**src/rtl/rf_vec_add_seq_if.sv**
```systemverilog
// Register-file access bus used by rf_vec_add_seq.
// Two combinational read ports plus one synchronous write port.
// The sequencer uses the master modport; the register file uses the slave modport.
interface rf_vec_add_seq_if #(
  parameter int DW = 32,
  parameter int AW = 5
);
  logic [AW-1:0] rf_raddr1;
  logic [AW-1:0] rf_raddr2;
  logic [DW-1:0] rf_rdata1;
  logic [DW-1:0] rf_rdata2;
  logic          rf_wen;
  logic [AW-1:0] rf_waddr;
  logic [DW-1:0] rf_wdata;

  modport master (
    output rf_raddr1, rf_raddr2, rf_wen, rf_waddr, rf_wdata,
    input  rf_rdata1, rf_rdata2
  );

  modport slave (
    input  rf_raddr1, rf_raddr2, rf_wen, rf_waddr, rf_wdata,
    output rf_rdata1, rf_rdata2
  );
endinterface

```
**src/rtl/rf_vec_add_seq.sv**
```systemverilog
// rf_vec_add_seq: multi-cycle element-wise vector add over a 2**AW-entry register file.
//   R[dst+i] = R[src1+i] + R[src2+i] for i = 0..count-1, all addresses modulo 2**AW.
// Each element takes one READ cycle followed by one WRITE cycle. The write therefore
// commits before the next element is read, so overlapping vectors behave sequentially.
// Optional build macro RF_VEC_SAT_EN: when defined, a result whose addition carries out
// is written as all ones instead of the wrapped sum. carry_any is the same in both builds.
module rf_vec_add_seq #(
  parameter int DW = 32,
  parameter int AW = 5
) (
  input  logic                clk,
  input  logic                resetn,
  input  logic                start,
  input  logic [AW-1:0]       src1,
  input  logic [AW-1:0]       src2,
  input  logic [AW-1:0]       dst,
  input  logic [AW:0]         count,
  rf_vec_add_seq_if.master    rf,
  output logic                busy,
  output logic                done,
  output logic                carry_any,
  output logic [AW:0]         elem_idx
);

  typedef enum logic [1:0] {
    S_IDLE  = 2'd0,
    S_READ  = 2'd1,
    S_WRITE = 2'd2,
    S_DONE  = 2'd3
  } state_t;

  state_t state_reg, state_next;

  // Operation parameters captured at accept, so later input changes have no effect.
  logic [AW-1:0] src1_reg, src2_reg, dst_reg;
  logic [AW:0]   count_reg;

  logic [AW:0]   elem_idx_reg;
  logic          carry_any_reg;
  logic [DW-1:0] wdata_reg;

  logic [AW-1:0] idx_lo;
  logic          accept;
  logic          last_elem;
  logic [DW:0]   add_full;
  logic [DW-1:0] sum_next;

  // Only the low AW bits of the index matter for addressing: this gives the modulo wrap.
  assign idx_lo    = elem_idx_reg[AW-1:0];
  assign accept    = (state_reg == S_IDLE) && start;
  assign last_elem = ((elem_idx_reg + {{AW{1'b0}}, 1'b1}) == count_reg);
  assign add_full  = {1'b0, rf.rf_rdata1} + {1'b0, rf.rf_rdata2};

`ifdef RF_VEC_SAT_EN
  assign sum_next = add_full[DW] ? {DW{1'b1}} : add_full[DW-1:0];
`else
  assign sum_next = add_full[DW-1:0];
`endif

  // State register.
  always_ff @(posedge clk) begin
    if (!resetn) begin
      state_reg <= S_IDLE;
    end else begin
      state_reg <= state_next;
    end
  end

  // Next-state logic.
  always_comb begin
    state_next = state_reg;
    case (state_reg)
      S_IDLE: begin
        if (start) begin
          state_next = (count == '0) ? S_DONE : S_READ;
        end
      end
      S_READ:  state_next = S_WRITE;
      S_WRITE: state_next = last_elem ? S_DONE : S_READ;
      S_DONE:  state_next = S_IDLE;
      default: state_next = S_IDLE;
    endcase
  end

  // Datapath registers: operand capture at accept, sum capture in READ, index step in WRITE.
  always_ff @(posedge clk) begin
    if (!resetn) begin
      src1_reg      <= '0;
      src2_reg      <= '0;
      dst_reg       <= '0;
      count_reg     <= '0;
      elem_idx_reg  <= '0;
      carry_any_reg <= 1'b0;
      wdata_reg     <= '0;
    end else begin
      if (accept) begin
        src1_reg      <= src1;
        src2_reg      <= src2;
        dst_reg       <= dst;
        count_reg     <= count;
        elem_idx_reg  <= '0;
        carry_any_reg <= 1'b0;
      end
      if (state_reg == S_READ) begin
        wdata_reg     <= sum_next;
        carry_any_reg <= carry_any_reg | add_full[DW];
      end
      if (state_reg == S_WRITE) begin
        elem_idx_reg <= elem_idx_reg + {{AW{1'b0}}, 1'b1};
      end
    end
  end

  // Output decode from the current state; addresses are zero outside the state using them.
  always_comb begin
    busy         = 1'b0;
    done         = 1'b0;
    rf.rf_wen    = 1'b0;
    rf.rf_raddr1 = '0;
    rf.rf_raddr2 = '0;
    rf.rf_waddr  = '0;
    case (state_reg)
      S_READ: begin
        busy         = 1'b1;
        rf.rf_raddr1 = src1_reg + idx_lo;
        rf.rf_raddr2 = src2_reg + idx_lo;
      end
      S_WRITE: begin
        busy        = 1'b1;
        rf.rf_wen   = 1'b1;
        rf.rf_waddr = dst_reg + idx_lo;
      end
      S_DONE: begin
        busy = 1'b1;
        done = 1'b1;
      end
      default: begin
        busy = 1'b0;
      end
    endcase
  end

  assign rf.rf_wdata = wdata_reg;
  assign carry_any   = carry_any_reg;
  assign elem_idx    = elem_idx_reg;

endmodule

```
**src/flat_wrapper.sv**
```systemverilog
// flat-port wrapper written by rule: the top's interface ports become plain ports
module rf_vec_add_seq_flat 
#(
  parameter int DW = 32,
  parameter int AW = 5
)
  (clk, resetn, start, src1, src2, dst, count, busy, done, carry_any, elem_idx, rf_rf_raddr1, rf_rf_raddr2, rf_rf_wen, rf_rf_waddr, rf_rf_wdata, rf_rf_rdata1, rf_rf_rdata2);
  rf_vec_add_seq_if #(.DW(DW), .AW(AW)) rf_i ();
  input  logic clk;
  input  logic resetn;
  input  logic start;
  input  logic [AW-1:0] src1;
  input  logic [AW-1:0] src2;
  input  logic [AW-1:0] dst;
  input  logic [AW:0] count;
  output logic busy;
  output logic done;
  output logic carry_any;
  output logic [AW:0] elem_idx;
  output wire logic [$bits(rf_i.rf_raddr1)-1:0] rf_rf_raddr1;
  output wire logic [$bits(rf_i.rf_raddr2)-1:0] rf_rf_raddr2;
  output wire logic [$bits(rf_i.rf_wen)-1:0] rf_rf_wen;
  output wire logic [$bits(rf_i.rf_waddr)-1:0] rf_rf_waddr;
  output wire logic [$bits(rf_i.rf_wdata)-1:0] rf_rf_wdata;
  input wire logic [$bits(rf_i.rf_rdata1)-1:0] rf_rf_rdata1;
  input wire logic [$bits(rf_i.rf_rdata2)-1:0] rf_rf_rdata2;
  assign rf_rf_raddr1 = rf_i.rf_raddr1;
  assign rf_rf_raddr2 = rf_i.rf_raddr2;
  assign rf_rf_wen = rf_i.rf_wen;
  assign rf_rf_waddr = rf_i.rf_waddr;
  assign rf_rf_wdata = rf_i.rf_wdata;
  assign rf_i.rf_rdata1 = rf_rf_rdata1;
  assign rf_i.rf_rdata2 = rf_rf_rdata2;
  rf_vec_add_seq #(.DW(DW), .AW(AW)) u_core (.clk(clk), .resetn(resetn), .start(start), .src1(src1), .src2(src2), .dst(dst), .count(count), .rf(rf_i), .busy(busy), .done(done), .carry_any(carry_any), .elem_idx(elem_idx));
endmodule
```
**config.mk**
```make
export PLATFORM = sky130hd
export DESIGN_NAME = rf_vec_add_seq_flat
export DESIGN_NICKNAME = d
export VERILOG_FILES = /design/src/rtl/rf_vec_add_seq_if.sv /design/src/rtl/rf_vec_add_seq.sv /design/src/flat_wrapper.sv
export SDC_FILE = /design/constraint.sdc
export NUM_CORES = 1
export LEC_CHECK = 0
export ABC_AREA = 1
export CORE_ASPECT_RATIO = 2
export CORE_UTILIZATION = 45
export DETAILED_ROUTE_END_ITERATION = 12
export PLACE_DENSITY = 0.78
export SLEW_MARGIN = 20
export SYNTH_ARGS = -nofsm -noshare
export SYNTH_HDL_FRONTEND = slang
export SYNTH_SLANG_ARGS = --single-unit
```
**constraint.sdc**
```tcl
create_clock -name clk -period 2 [get_ports clk]
set_clock_uncertainty 0.15 [all_clocks]
set_input_delay 0.3 -clock clk [delete_from_list [all_inputs] [get_ports clk]]
set_output_delay 0.3 -clock clk [all_outputs]
set_load 0.02 [all_outputs]
```
# Word level (Yosys, flattened, before mapping)
# Cells that the tools add are included.
dict set report word_totals {
  inputBits 88
  ff_bits 62
}
dict set report op_classes {
  bitwise_logic 1
  muxes 14
  n_addsub 5
  reduce_logical 6
  n_eq_ne 5
}
# operator count
set op_table {}
lappend op_table {{$add 32x32->33} 1}
lappend op_table {{$add 5x5->5} 3}
lappend op_table {{$mux 5} 3}
lappend op_table {{$mux 6} 2}
lappend op_table {{$pmux 2 s4} 1}
lappend op_table {{$add 6x1->6 const B} 1}
lappend op_table {{$eq 6x6->1} 1}
lappend op_table {{$logic_not 6->1} 1}
lappend op_table {{$mux 2} 3}
lappend op_table {{$mux 1} 5}
lappend op_table {{$eq 2x2->1 const B} 2}
lappend op_table {{$reduce_bool 2->1} 2}
lappend op_table {{$reduce_or 3->1} 1}
lappend op_table {{$eq 2x1->1 const B} 1}
lappend op_table {{$logic_not 2->1} 1}
lappend op_table {{$ne 2x2->1 const B} 1}
lappend op_table {{$logic_and 1x1->1} 1}
lappend op_table {{$or 1x1->1} 1}

# Longest topological paths before layout
dict set report depth {
  word_depth 4
  mapped_depth 13
  mapped_depth_nobuf 13
}

# Worst setup path before layout
# Ideal clock, no wire load.
dict set report synth_timing {
  path_kind {register -> output}
  start {reg u_core.elem_idx_reg[0], in the netlist u_core.elem_idx[0]}
  end {out rf_rf_waddr[4]}
  n_path_buf 0
  slack_ps -372
  arrival_ps 1922
  path_stages_with_launch 9
  path_cell_list {dfxtp_1 > ha_1 > fa_1 > nand2_1 > inv_1 > nor2_1 > nor2_1 > o21a_1 > nor3_1}
}
dict set report synth_via {
  elab_chain_cells 2
}
# element line_no
set synth_rtl {}
lappend synth_rtl {{start, declared} rf_vec_add_seq.sv:38} ;# logic [AW:0] elem_idx_reg;
lappend synth_rtl {{start signal, assigned} rf_vec_add_seq.sv:109} ;# elem_idx_reg <= elem_idx_reg + {{AW{1'b0}}, 1'b1};
lappend synth_rtl {{$add 5x5->5} rf_vec_add_seq.sv:131} ;# rf.rf_waddr = dst_reg + idx_lo;
lappend synth_rtl {{$mux 5} rf_vec_add_seq.sv:122} ;# case (state_reg)
lappend synth_rtl {{end, declared} flat_wrapper.sv:23} ;# output wire logic [$bits(rf_i.rf_waddr)-1:0] rf_rf_waddr;
# Every way passes these cells.

# Final worst setup path
dict set report layout_timing {
  start {reg u_core.elem_idx_reg[0], in the netlist u_core.elem_idx[0]}
  end {out rf_rf_raddr1[4]}
}
dict set report layout_via {
  elab_chain_cells 2
}
# element line_no
set layout_rtl {}
lappend layout_rtl {{$add 5x5->5} rf_vec_add_seq.sv:125} ;# rf.rf_raddr1 = src1_reg + idx_lo;
lappend layout_rtl {{$mux 5} rf_vec_add_seq.sv:122}
lappend layout_rtl {{end, declared} flat_wrapper.sv:20} ;# output wire logic [$bits(rf_i.rf_raddr1)-1:0] rf_rf_raddr1;
# Every way passes these cells.

==> results.py <==
metrics = {
    "critical_path": {
        "arrival_ns": 1.97,
        "cp-end-kind": "primary output",
        "critical_path_class": "reg2out",
        "cp_slowest_cell": "dfxtp_4",
        "crit_path_end": "rf_rf_raddr1[4]",
        "worst-r2r-cell-count": 9,
        "path_max_fanout": 5,
        "slowest_delay_ns": 0.39,
        "reg2reg_to": "u_core.state_reg[1]$_SDFFE_PN0P_",
        "cp_cell_sequence": "ha_4 > fa_2 > nand2_2 > inv_2 > nor2_2 > nor2_1 > o21a_1 > nor3_4 > buf_6",
        "critPathTopFamily": "adder cells",
        "required_ns": 1.55,
        "r2r-start": "u_core.elem_idx[1]$_SDFFE_PN0P_",
        "r2r_slack_ns": 0,
        "crit_buf_inv": 2,
        "crit_cells": 9,
        "crit_path_start_kind": "flip-flop",
        "startpoint": "u_core.elem_idx[0]$_SDFFE_PN0P_",
    },
    "yosys": {
        "synth_cells": 930,
        "syn-num-nets": 1067,
        "yosys_warnings": 0,
        "netlist-cell-type-count": 37,
        "async_flop_share_pct": 0,
        "synth.ff_latch_count": 62,
        "synth_edf_count": 0,
        "synth_area_per_cell_um2": 5.831,
        "ys_seq_area_share_pct": 22.89,
        "synth_area_mm2": 0.005423,
        "ys.flop_type": "dfxtp_1",
    },
    "detailed_routing": {
        "drt.antenna.violating_nets": 0,
        "post_drt_wl_per_cell_um": 15.13,
        "first_pass_iters": 6,
        "wl_um": 20050,
        "drtIter0Drc": 314,
        "vias": 6824,
        "via_per_inst": 5.150,
        "drc": 0,
    },
    "global_route": {
        "antenna_found_initial": 0,
        "grt_pass1_wl_um": 28300,
        "grt_pass1_vias": 6337,
        "grtUsageMet2_pct": 57.59,
        "use_met1_pct": 27.06,
        "grt_remaining_overflow": 0,
        "grt_use_met3_pct": 3.246,
        "grt-busiest-layer": "met2",
        "grt_start_max_net_pins": 50,
        "grt.total_usage_pct": 29.09,
    },
    "placement": {
        "postPlaceCellArea_mm2": 0.007707,
        "gp_congestion": 0.9231,
        "dp_slack_ns": -0.6196,
        "port_buffers": 144,
        "dpl.hpwl_um": 13670,
    },
    "timing": {
        "fin_crit_ns": 2.416,
        "setup_viol": 15,
        "hold_violations": 0,
        "finalCritPeriodShare_pct": 120.8,
        "rsz0062_at_grt": "true",
        "fmax_mhz": 413.9,
        "slew_viol_final": 0,
        "slew_headroom_pct": 64.15,
        "worst_pin_slew_ns": 0.5377,
        "timing.hold.ws_ns": 0.2494,
        "setup_ws_ns": -0.4162,
        "tns_ns": -2.569,
    },
    "floorplan": {
        "die_area_mm2": 0.01252,
        "pin_count": 145,
        "die_w_um": 79.62,
        "initial_utilization_pct": 46.34,
        "fp.dieH_um": 157.2,
        "coreArea_mm2": 0.01170,
        "rows": 56,
    },
    "status": {
        "outcome": "finished with violations",
        "violations": "setup timing",
    },
    "cts": {
        "cts_sinks": 62,
        "clock_path_buffers": 2,
        "tritoncts": "done",
        "root_buffer": "clkbuf_16",
        "htreeDepth": 3,
        "clkLatencyLatePin_ns": 0.33,
        "cts.reportedPaths.clkPinSlew_ns": 0.05,
        "numCtsBuffers": 9,
    },
    "pwr": {
        "total_power_mw": 5.045,
        "powerDensity_mw_per_mm2": 551.0,
        "vdd_drop_max_uv": 452.8,
        "p_leak_nw": 5.037,
    },
    "layout": {
        "largest_reg_flops": 32,
        "nNetsFinal": 1312,
        "layout-drive-gt1-share_pct": 27.12,
        "final_cell_mix": "211 x nand2_1, 164 x inv_1, 128 x nor2_1, 108 x buf_4, 78 x clkdlybuf4s50_1",
        "final_common_cell": "nand2_1",
        "design_area_mm2": 0.009155,
        "fillers": 779,
        "diodes": 0,
        "syn_to_final_growth_pct": 68.83,
    },
    "run": {
        "drv_cap": 0,
    },
    "worst_hold_path": {
        "min_path_type": "in2reg",
    },
}
==> cell type report <==
cell class / instances / area (um^2) / area share, %
multi-input cells: 671 / 4378 / 47.82
flip-flops and latches: 62 / 1251 / 13.67
repair buffers: 251 / 2377 / 25.97
well taps: 145 / 181.4 / 1.982
clock buffers: 13 / 270.3 / 2.952
inverters: 180 / 679.4 / 7.421
clock inverters: 3 / 17.52 / 0.1913
==> worst min-delay path: cells and delay by family <==
family	cells	cell delay, ns
adders and majority gates	1	0.16
buffers and inverters	1	0.09
and+or+nand+nor	2	0.13
==> what timing repair did <==
| item | in CTS | in global routing |
|---|---|---|
| setup buffers | 7 | 13 |
| hold buffers | 0 | 0 |
| endpoints found under the hold margin | 0 | 0 |
| gates resized for setup | 133 | 192 |
| pin swaps | 15 | 65 |
| endpoints found under the setup margin | 41 | 42 |
==> Yosys cell counts, types with 2 or more instances <==
master | instances | area (um^2)
nor2_4 | 4 | 45.04
xor2_1 | 17 | 148.9
o21a_1 | 3 | 22.52
nand3_1 | 51 | 255.2
inv_1 | 174 | 653.1
buf_2 | 8 | 40.04
dfxtp_1 | 62 | 1241
nor2_1 | 149 | 559.3
o21ai_1 | 2 | 10.01
fa_1 | 4 | 80.08
o21ai_0 | 44 | 220.2
clkbuf_1 | 9 | 33.78
and2_1 | 4 | 25.02
inv_2 | 5 | 18.77
nor2_2 | 5 | 31.28
a21oi_1 | 36 | 180.2
xnor2_1 | 3 | 26.28
nand2_2 | 10 | 62.56
nor3_1 | 12 | 60.06
nand4_1 | 6 | 37.54
a21o_1 | 3 | 22.52
ha_1 | 45 | 563.0
or2_2 | 2 | 12.51
nand2_1 | 258 | 968.4
nor4_1 | 2 | 12.51
==> metrics by stage <==
stage,instances,utilization (%)
after floorplan,930,-
final,1325,78.24
after CTS,1312,71.43
after global placement,1290,65.87
after detailed placement,1290,65.87
after global routing,1325,78.24
==> cell families after synthesis <==
| kind of cell | synth area share (%) |
|---|---|
| xor+xnor | 3.230 |
| compound gates | 9.206 |
| flops | 22.89 |
| fa+ha+maj | 11.86 |
| buf+inv | 13.82 |
| simple gates | 38.99 |
==> metal layers <==
layer,share of wire (%),routed length [um]
met5,0,0
met4,6.1,1230
met3,4.3,872
met2,56,11250
met1,33,6699
==> power breakdown <==
| group | switching [mW] | leakage (nW) | internal, mW |
|---|---|---|---|
| clock | 0.528 | 0.142 | 0.934 |
| sequential | 0.0835 | 0.513 | 1.35 |
| combinational | 1.17 | 4.38 | 0.974 |
| total | 1.78 | 5.04 | 3.26 |
==> worst min-delay path by stage <==
stage,cells after the start,startpoint,endpoint
floorplan,2,count[1],u_core.count_reg[1]$_SDFFE_PN0P_
CTS,2,u_core.count_reg[5]$_SDFFE_PN0P_,u_core.count_reg[5]$_SDFFE_PN0P_
finish,4,rf_rf_rdata1[0],u_core.rf.rf_wdata[0]$_SDFFE_PN0P_
global placement,2,u_core.count_reg[5]$_SDFFE_PN0P_,u_core.count_reg[5]$_SDFFE_PN0P_
global route,4,rf_rf_rdata1[0],u_core.rf.rf_wdata[0]$_SDFFE_PN0P_
detailed placement,2,u_core.count_reg[5]$_SDFFE_PN0P_,u_core.count_reg[5]$_SDFFE_PN0P_
Power figures use the tool's default switching activity.
